## src/rtl/key_event_filter.sv

```systemverilog
// key_event_filter: turns keypad_scan's bouncing level into one key_valid pulse per press
// and raises entry_clear after an idle timeout. Optional macro GLITCH_CNT_EN adds glitch_count.
module key_event_filter #(
   parameter int unsigned DEBOUNCE_CYCLES = 250000,
   parameter int unsigned TIMEOUT_CYCLES  = 625000000,
   parameter int unsigned CNT_W           = 30
) (
   input  logic       clk,
   input  logic       rst,
   input  logic       raw_valid,
   input  logic [3:0] raw_code,
   output logic       key_valid,
   output logic [3:0] key_code,
   output logic       key_held,
   output logic       entry_clear
`ifdef GLITCH_CNT_EN
   ,
   output logic [7:0] glitch_count
`endif
);

   if (DEBOUNCE_CYCLES < 2) begin : g_debounce_range
      $error("key_event_filter: DEBOUNCE_CYCLES must be at least 2");
   end

   typedef enum logic [1:0] {IDLE, PRESS_DEB, PRESSED, RELEASE_DEB} state_e;

   localparam logic [CNT_W-1:0] DEB_LAST = CNT_W'(DEBOUNCE_CYCLES - 1);
   localparam logic [CNT_W-1:0] TMO_LAST = CNT_W'(TIMEOUT_CYCLES - 1);
   localparam bit               TMO_EN   = (TIMEOUT_CYCLES != 0);

   state_e           state_q, state_d;
   logic [CNT_W-1:0] cnt_q, cnt_d;
   logic [CNT_W-1:0] tcnt_q, tcnt_d;
   logic [3:0]       cand_q, cand_d;
   logic             armed_q, armed_d;
   logic             key_valid_q, key_valid_d;
   logic [3:0]       key_code_q, key_code_d;
   logic             key_held_q, key_held_d;
   logic             entry_clear_q, entry_clear_d;

   function automatic logic [CNT_W-1:0] sat_inc(input logic [CNT_W-1:0] v);
      return (&v) ? v : v + 1'b1;
   endfunction

   always_ff @(posedge clk or negedge rst) begin
      if (!rst) begin
         state_q       <= IDLE;
         cnt_q         <= '0;
         tcnt_q        <= '0;
         cand_q        <= '0;
         armed_q       <= 1'b0;
         key_valid_q   <= 1'b0;
         key_code_q    <= '0;
         key_held_q    <= 1'b0;
         entry_clear_q <= 1'b0;
      end else begin
         state_q       <= state_d;
         cnt_q         <= cnt_d;
         tcnt_q        <= tcnt_d;
         cand_q        <= cand_d;
         armed_q       <= armed_d;
         key_valid_q   <= key_valid_d;
         key_code_q    <= key_code_d;
         key_held_q    <= key_held_d;
         entry_clear_q <= entry_clear_d;
      end
   end

   always_comb begin
      state_d = state_q;
      unique case (state_q)
         IDLE:        if (raw_valid) state_d = PRESS_DEB;
         PRESS_DEB: begin
            if (!raw_valid || raw_code != cand_q) state_d = IDLE;
            else if (cnt_q >= DEB_LAST)           state_d = PRESSED;
         end
         PRESSED:     if (!raw_valid) state_d = RELEASE_DEB;
         RELEASE_DEB: begin
            if (raw_valid)              state_d = PRESSED;
            else if (cnt_q >= DEB_LAST) state_d = IDLE;
         end
         default:     state_d = IDLE;
      endcase
   end

   always_comb begin
      cnt_d         = cnt_q;
      tcnt_d        = '0;
      cand_d        = cand_q;
      armed_d       = armed_q;
      key_valid_d   = 1'b0;
      key_code_d    = key_code_q;
      entry_clear_d = 1'b0;
      unique case (state_q)
         IDLE: begin
            // A press sampled on the expiry edge suppresses the timeout.
            if (raw_valid) begin
               cand_d = raw_code;
               cnt_d  = CNT_W'(1);
            end else if (TMO_EN && armed_q && !key_valid_q) begin
               if (tcnt_q >= TMO_LAST) begin
                  entry_clear_d = 1'b1;
                  armed_d       = 1'b0;
               end else begin
                  tcnt_d = sat_inc(tcnt_q);
               end
            end
         end
         PRESS_DEB: begin
            if (!raw_valid || raw_code != cand_q) begin
               cnt_d = '0;
            end else begin
               cnt_d = sat_inc(cnt_q);
               if (cnt_q >= DEB_LAST) begin
                  key_code_d  = cand_q;
                  key_valid_d = 1'b1;
                  armed_d     = 1'b1;
               end
            end
         end
         PRESSED: if (!raw_valid) cnt_d = CNT_W'(1);
         RELEASE_DEB: begin
            if (raw_valid || cnt_q >= DEB_LAST) cnt_d = '0;
            else                                cnt_d = sat_inc(cnt_q);
         end
         default: cnt_d = '0;
      endcase
      key_held_d = (state_d == PRESSED) || (state_d == RELEASE_DEB);
   end

   assign key_valid   = key_valid_q;
   assign key_code    = key_code_q;
   assign key_held    = key_held_q;
   assign entry_clear = entry_clear_q;

`ifdef GLITCH_CNT_EN
   logic [7:0] glitch_q;
   logic       glitch_evt;

   assign glitch_evt = ((state_q == PRESS_DEB) && (state_d == IDLE)) ||
                       ((state_q == RELEASE_DEB) && (state_d == PRESSED));

   always_ff @(posedge clk or negedge rst) begin
      if (!rst)                      glitch_q <= '0;
      else if (glitch_evt && !(&glitch_q)) glitch_q <= glitch_q + 8'd1;
   end

   assign glitch_count = glitch_q;
`endif

endmodule

```

## config.mk

```make
export PLATFORM = sky130hd
export DESIGN_NAME = key_event_filter
export DESIGN_NICKNAME = d
export VERILOG_FILES = /design/src/rtl/key_event_filter.sv
export SDC_FILE = /design/constraint.sdc
export NUM_CORES = 1
export LEC_CHECK = 0
export BUFFER_PORTS_ARGS = -buffer_cell sky130_fd_sc_hd__clkbuf_2
export CAP_MARGIN = 5
export CORE_MARGIN = 10
export CORE_UTILIZATION = 45
export CTS_BUF_LIST = sky130_fd_sc_hd__clkbuf_4 sky130_fd_sc_hd__clkbuf_8 sky130_fd_sc_hd__clkbuf_16
export DETAILED_ROUTE_END_ITERATION = 16
export MAX_ROUTING_LAYER = met4
export SLEW_MARGIN = 30
export SYNTH_ARGS = -nofsm -noshare
export SYNTH_HDL_FRONTEND = slang
export SYNTH_SLANG_ARGS = --single-unit
```

## constraint.sdc

```tcl
create_clock -name clk -period 2.9 [get_ports clk]
set_input_delay 0.145 -clock clk [delete_from_list [all_inputs] [get_ports clk]]
set_output_delay 0.145 -clock clk [all_outputs]
set_load 0.05 [all_outputs]
```

==> impl_results.rst, run 1 <==
.. list-table::
   :header-rows: 1

   * - Metric
     - Value
   * - Number of global-route vias before repair
     - between 3,000 and 4,000
   * - Total Die Area
     - 0.0132 sq mm
   * - Setup repair after global routing missed its margin
     - no
   * - Grt peak-use layer
     - met2
   * - Initial antenna violation count
     - 0
   * - TritonRoute pass-1 iters
     - 4
   * - Setup crit start kind
     - flop
   * - WL/cell
     - 15.4 um
   * - Routed wire length
     - approximately 8.7 mm
   * - Max stage delay cell, worst path
     - sky130_fd_sc_hd__nor2_1
   * - Delay of the slowest cell on the worst path
     - 0.44 ns
   * - Share of flip-flops with an asynchronous set or reset after synthesis
     - 100%
   * - Arrival time of the worst setup path
     - between 2 and 3 ns
   * - GR Layer Usage met1
     - 18.4%
   * - Total congestion overflow after global routing
     - 0
   * - Category of the worst setup path capture point
     - flop
   * - Largest voltage drop on the vdd net
     - 0.000227 V
   * - Height of the chip
     - between 100 and 150 um
   * - CTS clk-pin slew, worst paths
     - roughly 0.080 ns
   * - Longest Clk Path Bufs
     - 2
   * - Last weighted congestion value of the routability-driven placer
     - between 0.9 and 1
   * - Cell family with the largest share of critical-path delay
     - simple AND/OR/NAND/NOR gates
   * - Clock skew after layout
     - between 0.01 and 0.015 ns
   * - Initial core utilization
     - between 40% and 50%
   * - Pin count of the biggest net entering global routing
     - between 70 and 80
   * - Port bufs
     - 13
   * - Pins over their slew limit
     - 0
   * - Total global-route track usage
     - about 14%
   * - Via-to-Cell Ratio
     - a little under 6
   * - Post-synthesis instance area
     - between 0.004 and 0.005 sq mm
   * - Avg Inst Size Synth
     - 9.31 sq um
   * - Htree depth
     - 3
   * - CTS tree
     - done
   * - Post-DRT Antenna Nets
     - 0
   * - Status
     - complete, no violations
   * - Setup slack of the worst register-to-register path
     - 0.53 ns
   * - First-pass GRT wire length
     - about 15 mm
   * - Worst-case headroom to the max-slew limit
     - between 30% and 40%
   * - Fin. Hold Viols
     - 0
   * - Req. time, crit path
     - between 3 and 4 ns
   * - Share of the clock period used by the worst path
     - slightly above 80%
   * - Fraction of final layout cells sized beyond drive strength 1
     - between 10% and 20%
   * - Yosys Warn Count
     - 0
   * - Synth Instances
     - 435
   * - Post-synthesis net count
     - ~440
   * - Static leakage power
     - about 1.9 nW
   * - Antenna diode count
     - 0
   * - Post-CTS setup buffer count
     - 0
   * - Worst Tran Pin Value
     - between 0.9 and 1 ns
   * - Yosys reg bits
     - between 70 and 80
   * - Number of I/O pins
     - 14
   * - HPWL after detailed placement
     - a little under 6 mm
   * - Clock Sink Count
     - 74
   * - Number of enable-type register cells in the synthesized netlist
     - 0
   * - Synthesis-to-finish area growth
     - 10.8%
   * - Met3 Use GR
     - 2.66%
   * - Hold Crit Class
     - input port to flop
   * - Final setup vio count
     - 0
   * - Clock latency on the worst-skew pair
     - 0.35 ns
   * - Bufs and invs on worst path
     - 0
   * - Ordered cell list for the critical path
     - ha_1 > and3_1 > o211ai_1 > a21o_1 > and2_1 > nor2_1 > mux2_1
   * - Worst Path Class, Setup
     - flop to flop
   * - Clock tree root buffer cell
     - sky130_fd_sc_hd__clkbuf_8
   * - Core Box Area
     - just under 0.009 sq mm
   * - Via count
     - 3,255
   * - Synth cell types
     - roughly 50
   * - Post-route minimum period
     - approximately 2.4 ns
   * - Count of maximum capacitance violations
     - 0
   * - Utilization after layout
     - between 50% and 60%
   * - Maximum fanout count along the critical path
     - 7
   * - Number of rows created at floorplan
     - 34
   * - Main synth FF type
     - sky130_fd_sc_hd__dfrtp_1
   * - DRC
     - 0
   * - Initial drt markers
     - between 200 and 250
   * - Final-stage net count
     - around 460
   * - Highest clock rate
     - 422 MHz
   * - Ratio of total power to cell area
     - approximately 480 mW/mm^2
   * - Met2 usage in global routing
     - between 20% and 30%
   * - Number of buffers created by CTS
     - 9
   * - Die outline width
     - 115 um
   * - Total negative slack
     - 0 ns
   * - Post-synthesis sequential area ratio
     - a little under half
stage by stage:
| step | cell area (sq um) | setup slack [ns] | total power [mW] | hold slack (ns) | std cells |
|---|---|---|---|---|---|
| final | 4490 | 0.530 | 2.15 | 0.0570 | 564 |
| after global routing | 4490 | 0.328 | 2.24 | 0.0519 | 564 |
| after CTS | 4480 | 0.522 | 2.18 | 0.0470 | 564 |
| after detailed placement | 4230 | 0.557 | 1.19 | 0.357 | 548 |
| after global placement | 4230 | 0.515 | 1.19 | 0.353 | 548 |
| after floorplan | 4050 | 0.774 | 1.14 | -0.151 | 435 |
cell type report:
| type | instances | area (sq um) |
|---|---|---|
| clock inverters | 6 | 115 |
| inverters | 11 | 41.3 |
| clock buffers | 9 | 124 |
| fillers | 804 | 4230 |
| repair buffers | 21 | 134 |
| well taps | 108 | 135 |
| multi-input cells | 335 | 2090 |
| flip-flops and latches | 74 | 1850 |
registers in the layout, indices dropped and copies added (netlist names):
signal / flops
armed_q: 1
cand_q: 4
cnt_q: 30
entry_clear: 1
key_code: 4
key_held: 1
key_valid: 1
state_q: 2
tcnt_q: 30
power breakdown:
part | switching (mW) | internal (mW) | leakage (nW)
sequential | 0.0157 | 1.05 | 1.02
combinational | 0.0685 | 0.0394 | 0.759
clock | 0.406 | 0.571 | 0.116
total | 0.490 | 1.66 | 1.90
worst paths after layout:
kind,from,cells past startpoint,end
max,cnt_q[0]$_DFFE_PN0P_,7,key_code[1]$_DFFE_PN0P_
min in group asynchronous,rst,2,tcnt_q[24]$_DFFE_PN0P_
max reg2reg,cnt_q[0]$_DFFE_PN0P_,7,key_code[1]$_DFFE_PN0P_
min,raw_code[1],2,cand_q[1]$_DFFE_PN0P_
max in group asynchronous,rst,2,tcnt_q[7]$_DFFE_PN0P_
min reg2reg,key_code[2]$_DFFE_PN0P_,1,key_code[2]$_DFFE_PN0P_
synthesized netlist by cell type, types with 3 or more instances:
master / number / area, sq um
sky130_fd_sc_hd__nor4_1: 14 / 87.6
sky130_fd_sc_hd__dfrtp_1: 74 / 1850
sky130_fd_sc_hd__and4_1: 5 / 43.8
sky130_fd_sc_hd__a21oi_1: 10 / 50.1
sky130_fd_sc_hd__nor2b_1: 6 / 37.5
sky130_fd_sc_hd__o21ai_1: 7 / 35.0
sky130_fd_sc_hd__mux2_1: 4 / 45.0
sky130_fd_sc_hd__or4_1: 4 / 30.0
sky130_fd_sc_hd__xnor2_1: 14 / 123
sky130_fd_sc_hd__clkbuf_1: 6 / 22.5
sky130_fd_sc_hd__nand4_1: 11 / 68.8
sky130_fd_sc_hd__xor2_1: 17 / 149
sky130_fd_sc_hd__nor4_2: 3 / 37.5
sky130_fd_sc_hd__nand3_1: 26 / 130
sky130_fd_sc_hd__a31oi_1: 22 / 138
sky130_fd_sc_hd__a21o_1: 12 / 90.1
sky130_fd_sc_hd__mux2_2: 5 / 56.3
sky130_fd_sc_hd__buf_2: 8 / 40.0
sky130_fd_sc_hd__a41oi_1: 3 / 26.3
sky130_fd_sc_hd__nor3b_1: 6 / 45.0
sky130_fd_sc_hd__or2_1: 4 / 25.0
sky130_fd_sc_hd__and3_1: 15 / 93.8
sky130_fd_sc_hd__inv_1: 11 / 41.3
sky130_fd_sc_hd__nor2_1: 49 / 184
sky130_fd_sc_hd__o21ai_0: 15 / 75.1
sky130_fd_sc_hd__nor3_1: 10 / 50.1
sky130_fd_sc_hd__nand2_1: 44 / 165
kinds of logic after synthesis:
family	after synthesis	synth area share, %
multiplexers	9	2.50
adder cells (fa/ha/maj)	2	0.618
XOR/XNOR	31	6.71
AND/OR/NAND/NOR	212	28.3
AO/OA/AOI/OAI	81	13.4
buffers and inverters	26	2.75
flip-flops	74	45.7
layer usage:
| metal | vias up | routed length, um |
|---|---|---|
| met2 | 37 | 4130 |
| met1 | 1597 | 4180 |
| met4 | 0 | 149 |
| met3 | 13 | 212 |
| li1 | 1608 | - |
| met5 | - | 0 |
cell usage in the layout, fill, tap and decap left out, drive strengths merged, types with 14 or more instances in the layout:
cell type and count:
a31oi 23, nand2 44, nand3 27, and3 15, nor4 18, dfrtp 74, clkbuf 21, xor2 17
nor2 49, o21ai 22, xnor2 14
repair_timing:
item / CTS / global route
hold buffers: 1 / 0
endpoints found under the hold margin: 74 / 0
resized for setup: 0 / 0
(Power assumes the default switching activity.)
==> run 2, diff against run 1 <==
- clock period: 2.9 -> 2.12 ns (I/O delays scaled with it)
==> run 2 against run 1 <==
Compared with the run above:
- clock-buffer cell count is 1 higher
- routed wire length is 12% higher
- total power is 31% higher
- final cell count is 11% higher
- non-clock buffer count is 56 higher
- worst hold slack worse by 0.031 ns
- largest power group unchanged
- register-to-register slack worse by 0.48 ns
- setup slack worse by 0.48 ns
- combinational power is 77% higher
- clock power is 19% higher
- sequential share of layout area is 4.9 points lower
==> impl_results.rst, run 2 (same netlist as run 1, synthesis figures left out) <==
.. list-table::
   :header-rows: 1

   * - Metric
     - Value
   * - Height of the chip
     - ~110 um
   * - Share of power burned in registers
     - a little over 50%
   * - Endpoint, Worst Hold
     - cand_q[3]$_DFFE_PN0P_
   * - Synthesis-to-finish area growth
     - 26.1%
   * - Share of the clock period used by the worst path
     - between 90% and 100%
   * - Total negative slack
     - 0 ns
   * - Number of I/O pins
     - 14
   * - Setup repair after global routing missed its margin
     - yes
   * - Maximum fanout count along the critical path
     - 4
   * - Arrival time of the worst setup path
     - 2.31 ns
   * - Clock Power Share
     - between 40% and 50%
   * - Worst reg2reg endpoint
     - cnt_q[27]$_DFFE_PN0P_
   * - Pin count of the biggest net entering global routing
     - 37
   * - Routed wire length
     - 9.66 mm
   * - Initial core utilization
     - approximately 46%
   * - Number of rows created at floorplan
     - 34
   * - Via count
     - 3,489
   * - Highest clock rate
     - 482 MHz
   * - Status
     - complete, no violations
   * - Largest voltage drop on the vdd net
     - roughly 0.00041 V
   * - Min setup slack post-route
     - ~0.047 ns
   * - Last weighted congestion value of the routability-driven placer
     - 0.889
   * - Req. time, crit path
     - around 2.4 ns
   * - Number of cells on the worst hold path
     - 2
   * - Number of cell instances on the worst register-to-register path
     - 7
   * - Worst Tran Pin Value
     - 0.593 ns
   * - Multi-input gate area in the final layout
     - roughly 0.0023 sq mm
   * - Final-stage net count
     - 520
   * - CTS tree
     - done
   * - Setup slack of the worst register-to-register path
     - 0.05 ns
   * - Clock Sink Count
     - 74
   * - NetSw
     - about 0.71 mW
   * - Fraction of final layout cells sized beyond drive strength 1
     - 25.6%
   * - Static leakage power
     - ~2.3 nW
   * - Setup crit start kind
     - flop
   * - Core Box Area
     - 0.00872 sq mm
   * - Most used cells in the layout excluding fill and tap cells
     - sky130_fd_sc_hd__dfrtp_1, sky130_fd_sc_hd__buf_4, sky130_fd_sc_hd__nor2_1
   * - Cell area after layout
     - a little over 0.005 sq mm
   * - Area of all sequential standard cells
     - between 0.0015 and 0.002 sq mm
   * - Hold Crit Class
     - input port to flop
   * - Filler cells
     - 762
   * - Fraction of power consumed by combinational cells
     - just under 7%
   * - Worst Path Class, Setup
     - flop to flop
   * - Fin. Hold Viols
     - 0
   * - CTS clk-pin slew, worst paths
     - ~0.080 ns
   * - Internal cell power
     - approximately 2.1 mW
   * - Antenna diode count
     - 0
   * - Post-DRT Antenna Nets
     - 0
   * - DRC
     - 0
   * - Fin Hold WS
     - approximately 0.026 ns
   * - Clock tree root buffer cell
     - sky130_fd_sc_hd__clkbuf_8
   * - Total Die Area
     - between 0.01 and 0.015 sq mm
   * - Post-Place Setup Slack
     - -0.128 ns
   * - Category of the worst setup path capture point
     - flop
   * - Switching Fraction
     - between 20% and 30%
   * - Utilization after layout
     - 58.5%
   * - Post-route minimum period
     - just over 2 ns
   * - Total congestion overflow after global routing
     - 0
   * - Port bufs
     - 13
   * - Die outline width
     - ~110 um
   * - Worst-case headroom to the max-slew limit
     - 60.2%
   * - Most common cell after layout, fill and taps aside
     - sky130_fd_sc_hd__dfrtp_1
   * - TritonRoute pass-1 iters
     - 5
   * - First-pass GRT wire length
     - about 16 mm
   * - Count of maximum capacitance violations
     - 0
   * - Final setup vio count
     - 0
   * - Launching point of the worst reg2reg path
     - cnt_q[11]$_DFFE_PN0P_
   * - HPWL after detailed placement
     - 6.39 mm
   * - Initial drt markers
     - roughly 160
   * - Clock skew after layout
     - roughly 0.005 ns
   * - Via-to-Cell Ratio
     - between 5 and 6
   * - Pins over their slew limit
     - 0
   * - Registers with the most flip-flops
     - cnt_q (30), tcnt_q (30)
   * - Initial antenna violation count
     - 0
   * - Number of buffers created by CTS
     - 9
   * - Clock latency on the worst-skew pair
     - between 0.3 and 0.4 ns
   * - Cell area reported after detailed placement
     - 0.00459 sq mm
   * - Number of global-route vias before repair
     - between 3,000 and 4,000
   * - Hold path startpoint
     - raw_code[3]
   * - Total global-route track usage
     - between 10% and 20%
   * - Ratio of total power to cell area
     - 549 mW/mm^2
   * - Htree depth
     - 3
   * - WL/cell
     - between 15 and 20 um
   * - Longest Clk Path Bufs
     - 2
## run 2: metrics by stage
step           power [mW]  std cells
2_1_floorplan        1.57        435
3_3_place_gp         1.65        592
3_5_place_dp         1.65        592
4_1_cts              2.84        617
5_1_grt              2.93        624
6_report             2.80        624
## run 2: layout make-up
| cell class | count | area share [%] |
|---|---|---|
| clock inverter | 6 | 1.42 |
| clock buffer | 10 | 2.70 |
| sequential | 74 | 36.3 |
| timing repair buffer | 77 | 11.7 |
| tap | 108 | 2.65 |
| inverter | 11 | 0.809 |
| multi-input combinational | 338 | 44.4 |
## run 2: timing repair
action / in CTS / in global routing
gates cloned: 2 / 1
endpoints found under the setup margin: 16 / 64
gates resized for setup: 7 / 28
setup buffers: 4 / 6
endpoints found under the hold margin: 35 / 0
hold buffers: 3 / 0
pin swaps: 6 / 9
## run 2: routing by layer
metal | share of wire, % | track usage, % | vias up | wire (um)
met2 | 49 | 23.9 | 40 | 4740
met4 | 1.5 | 4.95 | 0 | 145
li1 | - | - | 1751 | -
met5 | 0 | - | - | 0
met3 | 3.0 | 3.85 | 13 | 292
met1 | 46 | 19.2 | 1685 | 4490
## run 2: how the worst max path moves through the flow
stage,from,endpoint,slack [ns],depth (start not counted)
CTS,cnt_q[0]$_DFFE_PN0P_,cnt_q[27]$_DFFE_PN0P_,0.02,8
detailed placement,cnt_q[0]$_DFFE_PN0P_,cnt_q[27]$_DFFE_PN0P_,-0.13,7
finish,cnt_q[11]$_DFFE_PN0P_,cnt_q[27]$_DFFE_PN0P_,0.05,7
global placement,cnt_q[1]$_DFFE_PN0P_,cnt_q[27]$_DFFE_PN0P_,-0.1,7
floorplan,cnt_q[0]$_DFFE_PN0P_,cnt_q[27]$_DFFE_PN0P_,0.0005,7
global route,cnt_q[10]$_DFFE_PN0P_,cnt_q[16]$_DFFE_PN0P_,-0.03,7
## run 2: power by group through the flow
stage               Combinational, mW  Sequential [mW]  Clock (mW)
global route                    0.212             1.45        1.26
global placement                0.173             1.48           0
CTS                             0.185             1.45        1.21
floorplan                      0.0888             1.48           0
detailed placement              0.176             1.48           0
finish                          0.191             1.45        1.16
## run 2: worst max-delay path: stages (launching register included)
cell and delay (ns):
sky130_fd_sc_hd__dfrtp_1 0.38, sky130_fd_sc_hd__buf_4 0.12, sky130_fd_sc_hd__nand4_2 0.15, sky130_fd_sc_hd__or4_4 0.55, sky130_fd_sc_hd__o311ai_4 0.28, sky130_fd_sc_hd__nor3_2 0.08, sky130_fd_sc_hd__nor2b_1 0.13, sky130_fd_sc_hd__mux2_2 0.26
==> run 3, diff against run 2 <==
- MAX_ROUTING_LAYER: met4 -> unset
==> run 3 against run 2 <==
Compared with the run above:
- critical path depth is the same
- final area up 0.22%
- maximum frequency shrank 0.16%
- clock-buffer cell count unchanged
- clock power hardly changed
- global-route usage shrank 0.47 points
==> impl_results.rst, run 3 (same netlist as run 1, synthesis figures left out) <==
.. list-table::
   :header-rows: 1

   * - Metric
     - Value
   * - Die outline width
     - between 100 and 150 um
   * - Status
     - complete, no violations
   * - Registers with the most flip-flops
     - cnt_q (30), tcnt_q (30)
   * - Port bufs
     - 13
   * - Number of global-route vias before repair
     - 3,344
   * - NetSw
     - approximately 0.71 mW
   * - Height of the chip
     - ~110 um
   * - Share of the clock period used by the worst path
     - 98.0%
   * - Hold Crit Class
     - input port to flop
   * - Endpoint, Worst Hold
     - cand_q[3]$_DFFE_PN0P_
   * - First-pass GRT wire length
     - 16.2 mm
   * - Initial drt markers
     - 154
   * - Most common cell after layout, fill and taps aside
     - sky130_fd_sc_hd__dfrtp_1
   * - Multi-input gate area in the final layout
     - approximately 0.0023 sq mm
   * - Max stage delay cell, worst path
     - sky130_fd_sc_hd__or4_4
   * - Final-stage net count
     - 520
   * - Arrival time of the worst setup path
     - approximately 2.3 ns
   * - Fin Hold WS
     - 0.0246 ns
   * - Setup repair after global routing missed its margin
     - yes
   * - Hold path startpoint
     - raw_code[3]
   * - Number of cell instances on the worst register-to-register path
     - 7
   * - Core Box Area
     - approximately 0.0087 sq mm
   * - Worst-case headroom to the max-slew limit
     - between 60 and 70%
   * - Setup slack of the worst register-to-register path
     - approximately 0.043 ns
   * - Total Die Area
     - around 0.013 sq mm
   * - Longest Clk Path Bufs
     - 2
   * - Cell area after layout
     - 0.00512 sq mm
   * - Clock skew after layout
     - around 0.0063 ns
   * - Synthesis-to-finish area growth
     - 26.4%
   * - Worst reg2reg endpoint
     - cnt_q[27]$_DFFE_PN0P_
   * - WP depth
     - 7
   * - Initial antenna violation count
     - 0
   * - Area of all sequential standard cells
     - around 0.0019 sq mm
   * - Clock tree root buffer cell
     - sky130_fd_sc_hd__clkbuf_8
   * - Launching point of the worst reg2reg path
     - cnt_q[11]$_DFFE_PN0P_
   * - Number of cells on the worst hold path
     - 2
   * - Pins over their slew limit
     - 0
   * - Setup crit start kind
     - flop
   * - Cell area reported after detailed placement
     - around 0.0046 sq mm
   * - Internal cell power
     - 2.10 mW
   * - HPWL after detailed placement
     - about 6.4 mm
   * - Worst Tran Pin Value
     - approximately 0.59 ns
   * - Pin count of the biggest net entering global routing
     - 37
   * - Number of rows created at floorplan
     - 34
   * - Clock Power Share
     - 41.5%
   * - Category of the worst setup path capture point
     - flop
   * - Initial core utilization
     - 46.4%
   * - Clock latency on the worst-skew pair
     - between 0.3 and 0.4 ns
   * - Number of I/O pins
     - 14
   * - Total global-route track usage
     - between 10% and 20%
   * - Req. time, crit path
     - around 2.4 ns
   * - Most used cells in the layout excluding fill and tap cells
     - sky130_fd_sc_hd__dfrtp_1, sky130_fd_sc_hd__buf_4, sky130_fd_sc_hd__nor2_1
   * - Htree depth
     - 3
   * - Bufs and invs on worst path
     - 1
   * - Share of power burned in registers
     - 51.6%
   * - Clock Sink Count
     - 74
   * - Fraction of final layout cells sized beyond drive strength 1
     - ~26%
   * - Highest clock rate
     - a little under 500 MHz
   * - Switching Fraction
     - between 20 and 30%
   * - TritonRoute pass-1 iters
     - 4
   * - DRC
     - 0
   * - Delay of the slowest cell on the worst path
     - around 0.56 ns
   * - Static leakage power
     - between 2 and 2.5 nW
   * - Fraction of power consumed by combinational cells
     - under 10%
   * - Ratio of total power to cell area
     - ~550 mW/mm^2
   * - Worst Path Class, Setup
     - flop to flop
   * - Cell family with the largest share of critical-path delay
     - simple AND/OR/NAND/NOR gates
   * - Via count
     - 3,496
   * - Filler cells
     - between 700 and 800
   * - Post-route minimum period
     - 2.08 ns
   * - Total congestion overflow after global routing
     - 0
   * - Via-to-Cell Ratio
     - approximately 5.6
   * - Number of buffers created by CTS
     - 9
   * - Last weighted congestion value of the routability-driven placer
     - between 0.8 and 0.9
   * - CTS tree
     - done
   * - Largest voltage drop on the vdd net
     - between 0.0004 and 0.0005 V
   * - WL/cell
     - 15.6 um
   * - CTS clk-pin slew, worst paths
     - about 0.08 ns
   * - Post-DRT Antenna Nets
     - 0
   * - Final setup vio count
     - 0
   * - Fin. Hold Viols
     - 0
   * - Count of maximum capacitance violations
     - 0
   * - Routed wire length
     - between 9 and 10 mm
   * - Total negative slack
     - 0 ns
   * - Antenna diode count
     - 0
   * - Ordered cell list for the critical path
     - buf_4 > nand4_2 > or4_4 > o311ai_4 > nor3_2 > nor2b_1 > mux2_2
   * - Maximum fanout count along the critical path
     - 4
[run 3: cell counts in the layout (fill, tap and decap cells not counted)]
No cell type changed its count.
[run 3: worst max-delay path by stage]
| stage | slack [ns] | end | from |
|---|---|---|---|
| after global routing | -0.02 | cnt_q[27]$_DFFE_PN0P_ | cnt_q[7]$_DFFE_PN0P_ |
| after detailed placement | -0.13 | cnt_q[27]$_DFFE_PN0P_ | cnt_q[0]$_DFFE_PN0P_ |
| after CTS | 0.02 | cnt_q[27]$_DFFE_PN0P_ | cnt_q[0]$_DFFE_PN0P_ |
| after floorplan | 0.0005 | cnt_q[27]$_DFFE_PN0P_ | cnt_q[0]$_DFFE_PN0P_ |
| after global placement | -0.1 | cnt_q[27]$_DFFE_PN0P_ | cnt_q[1]$_DFFE_PN0P_ |
| final | 0.04 | cnt_q[27]$_DFFE_PN0P_ | cnt_q[11]$_DFFE_PN0P_ |
[run 3: final cells by class]
class                   count  share of cell area [%]
clock buffers              10                    2.69
clock inverters             6                    1.42
inverters                  11                   0.807
multi-input cells         338                    44.5
flip-flops and latches     74                    36.2
well taps                 108                    2.64
repair buffers             77                    11.7
[run 3: through the flow]
stage | std cells | worst slack [ns] | util (%) | power (mW)
after global placement | 592 | -0.0993 | 52.7 | 1.65
final | 624 | 0.0432 | 58.7 | 2.81
after detailed placement | 592 | -0.128 | 52.7 | 1.65
after CTS | 617 | 0.0181 | 56.6 | 2.84
after floorplan | 435 | 0.000512 | - | 1.57
after global routing | 624 | -0.0185 | 58.7 | 2.92
[run 3: per-layer routing]
metal	vias to the layer above	track usage (%)	part of all wire (%)
li1	1747	-	-
met1	1689	19.1	46
met2	45	23.9	49
met3	15	3.85	3.0
met4	0	4.95	1.8
met5	-	0	0
[run 3: repair_timing]
item	4_1_cts	5_1_grt
hold endpoints to repair	35	0
buffers inserted	4	6
cloned	2	1
resized for setup	7	30
pin swaps	6	9
hold buffers	3	0
setup endpoints to repair	16	64
[run 3: power groups by stage]
| stage | Sequential [mW] | Clock, mW | Combinational, mW |
|---|---|---|---|
| floorplan | 1.48 | 0 | 0.0888 |
| global placement | 1.48 | 0 | 0.173 |
| detailed placement | 1.48 | 0 | 0.176 |
| CTS | 1.45 | 1.21 | 0.185 |
| global route | 1.45 | 1.26 | 0.212 |
| finish | 1.45 | 1.17 | 0.192 |
